`src/rtl/scan_mux_pkg.sv`:
```
// Shared types and helpers for the scan_mux display-source selector.
package scan_mux_pkg;

   typedef enum logic {ST_MANUAL, ST_SCAN} state_e;

   // Out-of-range manual selects land on the last real channel.
   function automatic int unsigned clamp_ch(input int unsigned sel,
                                            input int unsigned channels);
      return (sel >= channels) ? channels - 1 : sel;
   endfunction

endpackage

```
`src/rtl/scan_mux_dwell_counter.sv`:
```
// Dwell-time counter: tc_o pulses on the last cycle of each DWELL-cycle window while enabled.
module dwell_counter #(
   parameter int unsigned DWELL = 50_000_000
) (
   input  logic clk_i,
   input  logic reset_i,
   input  logic clr_i,
   input  logic en_i,
   output logic tc_o
);

   // DWELL=1 keeps a 1-bit counter pinned at 0, so tc_o degenerates to en_i.
   localparam int unsigned CW = (DWELL > 1) ? $clog2(DWELL) : 1;
   localparam logic [CW-1:0] LastCnt = CW'(DWELL - 1);

   logic [CW-1:0] cnt_q, cnt_d;

   always_comb begin
      cnt_d = cnt_q;
      if (clr_i) begin
         cnt_d = '0;
      end else if (en_i) begin
         cnt_d = (cnt_q == LastCnt) ? '0 : cnt_q + CW'(1);
      end
   end

   always_ff @(posedge clk_i) begin
      if (reset_i) begin
         cnt_q <= '0;
      end else begin
         cnt_q <= cnt_d;
      end
   end

   assign tc_o = en_i && (cnt_q == LastCnt);

endmodule

```
`src/rtl/scan_mux.sv`:
```
// Registered CHANNELS-to-1 word selector with manual select and round-robin auto-scan modes.
module scan_mux
   import scan_mux_pkg::*;
#(
   parameter int unsigned WIDTH    = 16,
   parameter int unsigned CHANNELS = 4,
   parameter int unsigned DWELL    = 50_000_000,
   localparam int unsigned SW      = $clog2(CHANNELS)
) (
   input  logic                      clk_i,
   input  logic                      reset_i,
   input  logic [CHANNELS*WIDTH-1:0] din_i,
   input  logic [SW-1:0]             sel_i,
   input  logic                      scan_en_i,
   input  logic                      hold_i,
   output logic [WIDTH-1:0]          dout_o,
   output logic [SW-1:0]             ch_o,
   output logic                      strobe_o
);

   localparam logic [SW-1:0] LastCh = SW'(CHANNELS - 1);

   state_e            state_q, state_d;
   logic [SW-1:0]     ch_q, ch_d;
   logic [WIDTH-1:0]  dout_q, dout_d;
   logic              strobe_q, strobe_d;
   logic [SW-1:0]     sel_clamped;
   logic              cnt_clr, cnt_en, cnt_tc;

   assign sel_clamped = SW'(clamp_ch(32'(sel_i), CHANNELS));

   // Count only while settled in scan mode; any manual cycle or mode exit restarts the dwell.
   assign cnt_en  = (state_q == ST_SCAN) && scan_en_i && !hold_i;
   assign cnt_clr = (state_q == ST_MANUAL) || !scan_en_i;

   dwell_counter #(
      .DWELL (DWELL)
   ) u_dwell (
      .clk_i   (clk_i),
      .reset_i (reset_i),
      .clr_i   (cnt_clr),
      .en_i    (cnt_en),
      .tc_o    (cnt_tc)
   );

   always_comb begin
      state_d = state_q;
      ch_d    = ch_q;
      unique case (state_q)
         ST_MANUAL: begin
            if (scan_en_i) begin
               state_d = ST_SCAN;
            end else begin
               ch_d = sel_clamped;
            end
         end
         ST_SCAN: begin
            if (!scan_en_i) begin
               state_d = ST_MANUAL;
               ch_d    = sel_clamped;
            end else if (cnt_tc) begin
               ch_d = (ch_q == LastCh) ? '0 : ch_q + SW'(1);
            end
         end
         default: state_d = ST_MANUAL;
      endcase
   end

   // Output word tracks live din of the channel being latched this edge.
   always_comb begin
      dout_d = '0;
      for (int unsigned k = 0; k < CHANNELS; k++) begin
         if (ch_d == SW'(k)) begin
            dout_d = din_i[k*WIDTH +: WIDTH];
         end
      end
   end

   assign strobe_d = (ch_d != ch_q);

   always_ff @(posedge clk_i) begin
      if (reset_i) begin
         state_q  <= ST_MANUAL;
         ch_q     <= '0;
         dout_q   <= '0;
         strobe_q <= 1'b0;
      end else begin
         state_q  <= state_d;
         ch_q     <= ch_d;
         dout_q   <= dout_d;
         strobe_q <= strobe_d;
      end
   end

   assign dout_o   = dout_q;
   assign ch_o     = ch_q;
   assign strobe_o = strobe_q;

endmodule

```
`config.mk`:
```
export PLATFORM = sky130hd
export DESIGN_NAME = scan_mux
export DESIGN_NICKNAME = d
export VERILOG_FILES = /design/src/rtl/scan_mux_pkg.sv /design/src/rtl/scan_mux_dwell_counter.sv /design/src/rtl/scan_mux.sv
export SDC_FILE = /design/constraint.sdc
export NUM_CORES = 1
export LEC_CHECK = 0
export CORE_UTILIZATION = 30
export DETAILED_ROUTE_END_ITERATION = 10
export GPL_ROUTABILITY_DRIVEN = 0
export GPL_TIMING_DRIVEN = 0
export PLACE_DENSITY_LB_ADDON = 0.05
export SETUP_SLACK_MARGIN = 0.3
export SYNTH_ARGS = -nofsm -noshare
export SYNTH_HDL_FRONTEND = slang
export SYNTH_SLANG_ARGS = --single-unit
```
`constraint.sdc`:
```
create_clock -name clk_i -period 3.2 [get_ports clk_i]
set_input_delay 0.8 -clock clk_i [delete_from_list [all_inputs] [get_ports clk_i]]
set_output_delay 0.8 -clock clk_i [all_outputs]
set_load 0.01 [all_outputs]
```
==> results of run 1 <==
==> path summary, 6_finish.rpt <==
path | to | slack (ns) | cells past startpoint
worst min register to register | u_dwell.cnt_q[21]$_SDFFE_PP0N_ | 0.52 | 2
worst max register to register | dout_o[4]$_SDFF_PP0_ | 0.64 | 8
worst max-delay path | dout_o[4]$_SDFF_PP0_ | 0.36 | 9
worst min-delay path | u_dwell.cnt_q[21]$_SDFFE_PP0N_ | 0.52 | 2
==> power by group through the flow <==
stage / Clock (mW) / Sequential [mW] / Combinational, mW
after floorplan: 0 / 0.627 / 0.0943
after global placement: 0 / 0.615 / 0.254
after detailed placement: 0 / 0.616 / 0.252
after CTS: 0.355 / 0.602 / 0.256
after global routing: 0.371 / 0.604 / 0.279
final: 0.332 / 0.602 / 0.259
==> synth_stat cells, types with 4 or more instances <==
cell / number
nand4_1: 4
buf_6: 4
dfxtp_1: 46
inv_1: 4
xnor2_1: 12
nor2_1: 33
nand3_1: 11
nor3_1: 4
nand2_1: 10
and3_1: 8
xor2_1: 12
mux2i_1: 27
o22ai_1: 11
==> stage by stage <==
stage | util (%) | instances | power [mW] | hold WS [ns]
after global routing | 46.7 | 429 | 1.25 | 0.545
after floorplan | - | 231 | 0.721 | 0.472
after detailed placement | 44.7 | 417 | 0.868 | 0.500
final | 46.7 | 429 | 1.19 | 0.515
after CTS | 46.0 | 426 | 1.21 | 0.516
after global placement | 44.7 | 417 | 0.869 | 0.492
==> state kept, by name, summed over array words and instances, names as in the netlist <==
register,count
ch_o,2
dout_o,16
state_q,1
strobe_o,1
u_dwell.cnt_q,26
==> final cells by class <==
class / instances / area, um2 / area share, %
buffer: 9 / 100 / 2.94
clock buffer: 7 / 76.3 / 2.24
inverter: 4 / 15.0 / 0.441
multi-input combinational: 172 / 1260 / 37.0
sequential: 46 / 921 / 27.0
tap: 99 / 124 / 3.64
timing repair buffer: 92 / 907 / 26.6
==> kinds of logic (layout without fill, tap and decap cells) <==
kind of cell / after synthesis / count (layout)
AND/OR/NAND/NOR: 86 / 86
flip-flops: 46 / 46
adder cells (fa/ha/maj): 2 / 2
XOR/XNOR: 24 / 24
AO/OA/AOI/OAI: 27 / 27
buffers and inverters: 13 / 112
multiplexers: 33 / 33
==> worst reg2reg max path, stage by stage, from the launching register on <==
cell and delay [ns]:
dfxtp_1 0.38, nor4bb_1 0.37, nand4_1 0.26, or4_4 0.57, o211ai_1 0.22, buf_6 0.17, buf_12 0.15, mux2i_2 0.22
o22ai_2 0.10
==> routing by layer <==
metal | vias up | routed length (um) | share of wire (%)
met1 | 881 | 2370 | 44
met3 | 7 | 578 | 11
met5 | - | 0 | 0
met4 | 0 | 48 | 0.88
li1 | 1013 | - | -
met2 | 63 | 2440 | 45
==> what timing repair did <==
action                                  in CTS  in global routing
setup buffers                                2                  3
hold buffers                                 0                  0
endpoints found under the setup margin      38                 14
gates resized for setup                      2                  7
endpoints found under the hold margin        0                  0
pin swaps                                    1                  2
==> impl_metrics.toml, run 1 <==
[worst_setup_path]
cp-start-kind = "input pin"
worst_ep_required_time_ns = 3.38
crit_buf_inv = 3
crit_family = "simple AND/OR/NAND/NOR gates"
worst_path_max_delay_cell = "or3_4"
critPathLaunch = "hold_i"
timing.rr.start = "u_dwell.cnt_q[20]$_SDFFE_PP0N_"
timing.critical_path.cells = "dlygate4sd2_1 > nand4b_4 > or3_4 > or4_4 > o211ai_1 > buf_6 > buf_12 > mux2i_2 > o22ai_2"
crit_fanout = 10
path_class = "input pin to flop"
cp-end-kind = "flop"
slowest_delay_ns = 0.43
critPathArrivalTime_ns = 3.01

[finish]
syn_to_final_growth_pct = 50.3
final_common_cell = "clkdlybuf4s50_1"
drive_gt1_share_pct = 10.9
num-nets-final = 402
n_antenna_cell = 0
num-fill-cells = 759
final_cell_mix = "86 x clkdlybuf4s50_1, 46 x dfxtp_1, 33 x nor2_1, 22 x mux2i_1"
final_cell_area_um2 = 3400

[job]
maxCapViolCount = 0

[cts]
numClockSinks = 46
clk_path_buf_depth = 2
root_buffer = "clkbuf_8"
clock_latency_ns = 0.29
clk_pin_slew_ns = 0.08
cts_buffers = 5
htree_levels = 2
cts_tree = "built"

[routing]
drc = 0
wirelength_um = 5440
viasPerCell = 4.58
vias = 1964
drt-initial-drc-count = 25
routedWlPerCell_um = 12.7
antenna_left = 0
firstDrtPassIters = 4

[power_and_ir_drop]
power_density_nw_per_um2 = 350
seq_power_share_pct = 50.4
power_frac_comb_pct = 21.7
clock_power_share_pct = 27.9
net-switching-power_uw = 277
p_int_uw = 917
power_leakage_nw = 1.22
switching_share_pct = 23.2
vdd_drop_max_mv = 0.147

[placement]
pre_cts_ws_ns = -0.244
placedInstanceArea_um2 = 3260
dp_hpwl_um = 4060
io_buffers = 87

[timing]
period_minus_slack_ns = 2.84
rsz0062_at_grt = "yes"
tns_ns = 0
fin_crit_sh_pct = 88.6
max_freq_mhz = 353
tightest_slew_ns = 0.705
relSlewSlack_pct = 52.6
setup_viol_count_final = 0
drv_slew = 0
skew_ns = 0.00475
setup_slack_ns = 0.365
hold_violations = 0

[grt]
gr-usage-met3_pct = 7.46
grt_use_met2_pct = 23.1
antenna_found_initial = 0
grt_most_used_layer = "met2"
grt_max_degree = 13
grt_pass1_wl_um = 8470
grt_usage_pct = 14.2
gr-usage-met1_pct = 16.2
grt_pass1_vias = 1869
grt_overflow = 0

[synthesis]
synth_edf_count = 0
syn_nets = 303
synth.avg_cell_area_um2 = 9.80
netlist_instances = 231
synth_fa_ha_area_share_pct = 1.10
synth_top_family_by_area = "simple AND/OR/NAND/NOR gates"
synth_area_leaders = "dfxtp_1 41%, mux2i_1 12%, nor2_1 5.5%, xnor2_1 4.6%, xor2_1 4.6%"
synthMuxAreaShare_pct = 15.4
synth_flop_cell = "dfxtp_1"
synthArstFlopShare_pct = 0
synth_compound_area_share_pct = 8.62
syn_area_um2 = 2260
synth.distinct_cells = 40
synth_top_area_share_pct = 40.7
synth_seq_cells = 46
yosys.area.top_type = "dfxtp_1"
yosysSeqAreaShare_pct = 40.7
yosys.area_share.simple_pct = 20.2
yosys_warnings = 0
synthXorXnorAreaFrac_pct = 9.28

[floorplan]
die_area_um2 = 7900
fp.coreArea_um2 = 7290
die_y_um = 88.9
die_w_um = 88.9
placementRows = 31
initial_core_util_pct = 31.1
num_io_pins = 89

[status]
status = "completed"

[hold_path]
hp-class = "flop to flop"
hp-start = "u_dwell.cnt_q[21]$_SDFFE_PP0N_"
Power figures use the tool's default switching activity.
==> run 2: changes to the inputs <==
- CORE_ASPECT_RATIO: default -> 0.75
==> run 2 against run 1 <==
Combinational power shrank 2%. Clock power is 6.6% higher. Cell count shrank 0.23%. Via count is 0.15% higher.
==> impl_metrics.toml, run 2 (synthesized netlist as in run 1, its figures left out) <==
[placement]
dp_hpwl_um = 4400
dp_cells = 419
placedInstanceArea_um2 = 3260
io_buffers = 87

[worst_setup_path]
r2r_end = "dout_o[3]$_SDFF_PP0_"
critPathLaunch = "hold_i"
r2r_cells = 9
cp-start-kind = "input pin"
slowest_delay_ns = 0.43
timing.critical_path.cells = "dlygate4sd2_1 > nand4b_4 > or3_4 > or4_4 > o211ai_1 > buf_6 > buf_12 > mux2i_1 > o22ai_2"
ff2ff_setup_slack_ns = 0.68
timing.rr.start = "u_dwell.cnt_q[0]$_SDFFE_PP0N_"
worst_path_max_delay_cell = "or4_4"
worst_ep_required_time_ns = 3.38
path_class = "input pin to flop"
crit_end = "dout_o[3]$_SDFF_PP0_"
crit_fanout = 10
cp-end-kind = "flop"
critPathArrivalTime_ns = 2.96

[grt]
grt_overflow = 0
grt_max_degree = 13
grt_pass1_vias = 1933
grt_usage_pct = 15.3
grt_pass1_wl_um = 9370
antenna_found_initial = 0

[finish]
top_register = "u_dwell.cnt_q"
final_common_cell = "clkdlybuf4s50_1"
num-nets-final = 400
instances_no_fill = 428
syn_to_final_growth_pct = 49.3
drive_gt1_share_pct = 9.48
final_cell_area_um2 = 3380
final_cell_mix = "86 x clkdlybuf4s50_1, 46 x dfxtp_1, 33 x nor2_1, 27 x mux2i_1"
largest_reg_flops = 26
n_antenna_cell = 0

[floorplan]
fp.coreArea_um2 = 7330
die_area_um2 = 7900
initial_core_util_pct = 30.9
die_y_um = 77.2
die_w_um = 102
placementRows = 27
num_io_pins = 89

[cts]
clk_path_buf_depth = 2
numClockSinks = 46
clock_latency_ns = 0.29
cts_buffers = 5
hold_buffers = 0
root_buffer = "clkbuf_8"
htree_levels = 2
cts_tree = "built"
clk_pin_slew_ns = 0.08

[timing]
tns_ns = 0
hold_violations = 0
max_freq_mhz = 361
whs_ns = 0.521
period_minus_slack_ns = 2.77
relSlewSlack_pct = 52.6
setup_viol_count_final = 0
drv_slew = 0
rsz0062_at_grt = "no"
tightest_slew_ns = 0.705
skew_ns = 0.00477
fin_crit_sh_pct = 86.7

[power_and_ir_drop]
power_leakage_nw = 1.22
power_mw = 1.21
power_density_nw_per_um2 = 357
vdd_drop_max_mv = 0.166

[routing]
antenna_left = 0
vias = 1967
routedWlPerCell_um = 13.3
viasPerCell = 4.60
drt-initial-drc-count = 57
wirelength_um = 5680
drc = 0
firstDrtPassIters = 4

[job]
maxCapViolCount = 0

[status]
status = "completed"

[hold_path]
hp-class = "flop to flop"
## run 2: cell count changes in the layout (fill, tap and decap cells not counted), sizes merged
cell,before,now
buf,12,10
clkbuf,9,8
## run 2: cell type report
cell class	count	area, um2
Fill cell	751	3950
Multi-Input combinational cell	172	1240
Sequential cell	46	921
Timing Repair Buffer	90	892
Tap cell	101	126
Buffer	9	100
Clock buffer	6	82.6
Inverter	4	15.0
## run 2: metal layers
layer | global-route usage (%) | vias to the layer above | share of wire [%]
li1 | - | 1010 | -
met1 | 19.4 | 900 | 47
met2 | 25.6 | 55 | 46
met3 | 4.38 | 2 | 6.5
met4 | 3.43 | 0 | 0.42
met5 | 0 | - | 0
## run 2: timing repair
item | 4_1_cts | 5_1_grt
gates cloned | 0 | 0
buffers inserted | 3 | 0
endpoints found under the hold margin | 0 | 0
pin swaps | 1 | 0
setup endpoints to repair | 30 | 3
resized for setup | 5 | 1
## run 2: per-stage QoR
stage                     setup WS, ns  util, %
after floorplan                  0.416        -
after global placement          -0.235     44.5
after detailed placement        -0.220     44.5
after CTS                        0.412     46.1
after global routing             0.325     46.1
final                            0.426     46.1
## run 2: where the power goes
| part | total (mW) | internal [mW] | leakage [nW] | switching (mW) |
|---|---|---|---|---|
| registers | 0.602 | 0.595 | 0.376 | 0.00732 |
| clock network | 0.354 | 0.167 | 0.0431 | 0.187 |
| logic | 0.253 | 0.169 | 0.804 | 0.0840 |
## run 2: worst min-delay path by stage
stage | slack, ns | depth (start not counted) | from | endpoint
6_report | 0.52 | 2 | u_dwell.cnt_q[14]$_SDFFE_PP0N_ | u_dwell.cnt_q[14]$_SDFFE_PP0N_
5_1_grt | 0.56 | 2 | u_dwell.cnt_q[21]$_SDFFE_PP0N_ | u_dwell.cnt_q[21]$_SDFFE_PP0N_
4_1_cts | 0.53 | 2 | u_dwell.cnt_q[14]$_SDFFE_PP0N_ | u_dwell.cnt_q[14]$_SDFFE_PP0N_
3_5_place_dp | 0.50 | 2 | u_dwell.cnt_q[14]$_SDFFE_PP0N_ | u_dwell.cnt_q[14]$_SDFFE_PP0N_
3_3_place_gp | 0.49 | 2 | u_dwell.cnt_q[14]$_SDFFE_PP0N_ | u_dwell.cnt_q[14]$_SDFFE_PP0N_
2_1_floorplan | 0.47 | 2 | u_dwell.cnt_q[14]$_SDFFE_PP0N_ | u_dwell.cnt_q[14]$_SDFFE_PP0N_
## run 2: critical path, delay by kind of cell
| kind | cells | cell delay [ns] |
|---|---|---|
| simple gates | 3 | 1.03 |
| mux | 1 | 0.21 |
| buf+inv | 3 | 0.58 |
| compound gates | 2 | 0.33 |
==> run 3: changes to the inputs <==
- CORE_MARGIN: default -> 2
- CORE_UTILIZATION: 30 -> 43
==> run 3 against run 2 <==
Sequential share of layout area grew 0.081 points. Sequential power barely moved. Largest power group unchanged. Critical path depth is the same. Hold slack worse by 0.0011 ns. Clock power is 19% higher. Combinational power barely moved. Die area shrank 26%. Clock skew increased by 0.0039 ns. Maximum frequency rose by 0.43%. Critical endpoint is now dout_o[4]$_SDFF_PP0_.
==> impl_metrics.toml, run 3 (synthesized netlist as in run 1, its figures left out) <==
[grt]
grt_pass1_vias = 1935
grt_overflow = 0
antenna_found_initial = 0
grt_pass1_wl_um = 8850
grt_usage_pct = 19.8
grt_max_degree = 15

[power_and_ir_drop]
switching_share_pct = 22.3
power_leakage_nw = 1.24
net-switching-power_uw = 285
power_density_nw_per_um2 = 379
power_mw = 1.28
vdd_drop_max_mv = 0.227
clock_power_share_pct = 33.1
seq_power_share_pct = 47.1
p_int_uw = 993
power_frac_comb_pct = 19.8

[placement]
dp_hpwl_um = 4250
io_buffers = 87

[routing]
drt-initial-drc-count = 61
firstDrtPassIters = 4
met2_length_um = 2670
wirelength_um = 5590
antenna_left = 0
drc = 0
vias = 2003
wl_met1_um = 2470
viasPerCell = 5.00
dr_wl_met3_um = 386
dr.max_layer_used = "met4"
routedWlPerCell_um = 13.9

[floorplan]
die_area_um2 = 5870
placementRows = 22
die_w_um = 87.8
num_io_pins = 89
fp.coreArea_um2 = 4980
die_y_um = 66.9
initial_core_util_pct = 45.5

[finish]
final_common_cell = "clkdlybuf4s50_1"
largest_reg_flops = 26
drive_gt1_share_pct = 10.0
num-nets-final = 400
n_antenna_cell = 0
syn_to_final_growth_pct = 48.9
top_register = "u_dwell.cnt_q"
final_cell_mix = "86 x clkdlybuf4s50_1, 46 x dfxtp_1, 33 x nor2_1, 27 x mux2i_1"

[timing]
rsz0062_at_grt = "no"
period_minus_slack_ns = 2.76
fin_crit_sh_pct = 86.3
drv_slew = 0
hold_violations = 0
setup_viol_count_final = 0
tightest_slew_ns = 0.687
max_freq_mhz = 362
relSlewSlack_pct = 53.9
whs_ns = 0.520
skew_ns = 0.00872

[cts]
clock_latency_ns = 0.29
clk_pin_slew_ns = 0.09
cts_buffers = 5
hold_buffers = 0
root_buffer = "clkbuf_8"
clk_path_buf_depth = 2
htree_levels = 2
cts_tree = "built"
numClockSinks = 46

[worst_setup_path]
critPathArrivalTime_ns = 2.94
path_class = "input pin to flop"
cp-start-kind = "input pin"
worst_ep_required_time_ns = 3.38
crit_fanout = 10
cp-end-kind = "flop"

[hold_path]
hp-class = "flop to flop"

[job]
maxCapViolCount = 0

[status]
status = "completed"
-- run 3: cell types whose count changed in the layout (fill, tap and decap cells not counted), sizes merged --
cell	change
clkbuf	-1
bufinv	+1
clkinv	+2
-- run 3: routing by layer --
| layer | GRT usage, % | up-vias |
|---|---|---|
| met1 | 23.9 | 923 |
| met3 | 5.82 | 6 |
| met5 | 0 | - |
| met2 | 34.3 | 64 |
| li1 | - | 1010 |
| met4 | 5.38 | 0 |
-- run 3: power by group through the flow --
stage	Sequential [mW]	Combinational (mW)	Clock [mW]
3_5_place_dp	0.616	0.250	0
4_1_cts	0.603	0.255	0.432
6_report	0.602	0.253	0.422
5_1_grt	0.604	0.271	0.457
2_1_floorplan	0.627	0.0943	0
3_3_place_gp	0.615	0.248	0
-- run 3: timing repair --
action                                  4_1_cts  5_1_grt
resized for setup                             4        1
buffers inserted                              3        0
endpoints found under the setup margin       20        5
pin swaps                                     1        0
-- run 3: final cells by class --
type	count	area (um2)
buffer	9	100
sequential	46	921
timing repair buffer	90	892
clock inverter	3	40.0
fill	440	1610
tap	72	90.1
inverter	4	15.0
clock buffer	5	68.8
multi-input combinational	172	1240
-- run 3: final timing paths --
kind	to	start	cells after the start	slack (ns)
max	dout_o[4]$_SDFF_PP0_	hold_i	9	0.44
max reg2reg	dout_o[4]$_SDFF_PP0_	u_dwell.cnt_q[0]$_SDFFE_PP0N_	9	0.69
min	u_dwell.cnt_q[14]$_SDFFE_PP0N_	u_dwell.cnt_q[14]$_SDFFE_PP0N_	2	0.52
min reg2reg	u_dwell.cnt_q[14]$_SDFFE_PP0N_	u_dwell.cnt_q[14]$_SDFFE_PP0N_	2	0.52
-- run 3: worst max-delay path: stages --
cell           delay [ns]
dlygate4sd2_1        0.28
nand4b_4             0.19
or3_4                0.42
or4_4                0.43
o211ai_1             0.21
buf_6                0.16
buf_12               0.14
mux2i_1              0.21
o22ai_2              0.09
-- run 3: metrics by stage --
stage	TNS (ns)	instance area [um2]	utilization (%)	setup slack [ns]	cells
final	0	3370	67.7	0.438	401
after detailed placement	-2.60	3230	64.7	-0.169	390
after floorplan	0	2260	-	0.416	231
after CTS	0	3370	67.6	0.457	401
after global routing	0	3370	67.7	0.321	401
after global placement	-2.35	3230	64.7	-0.179	390
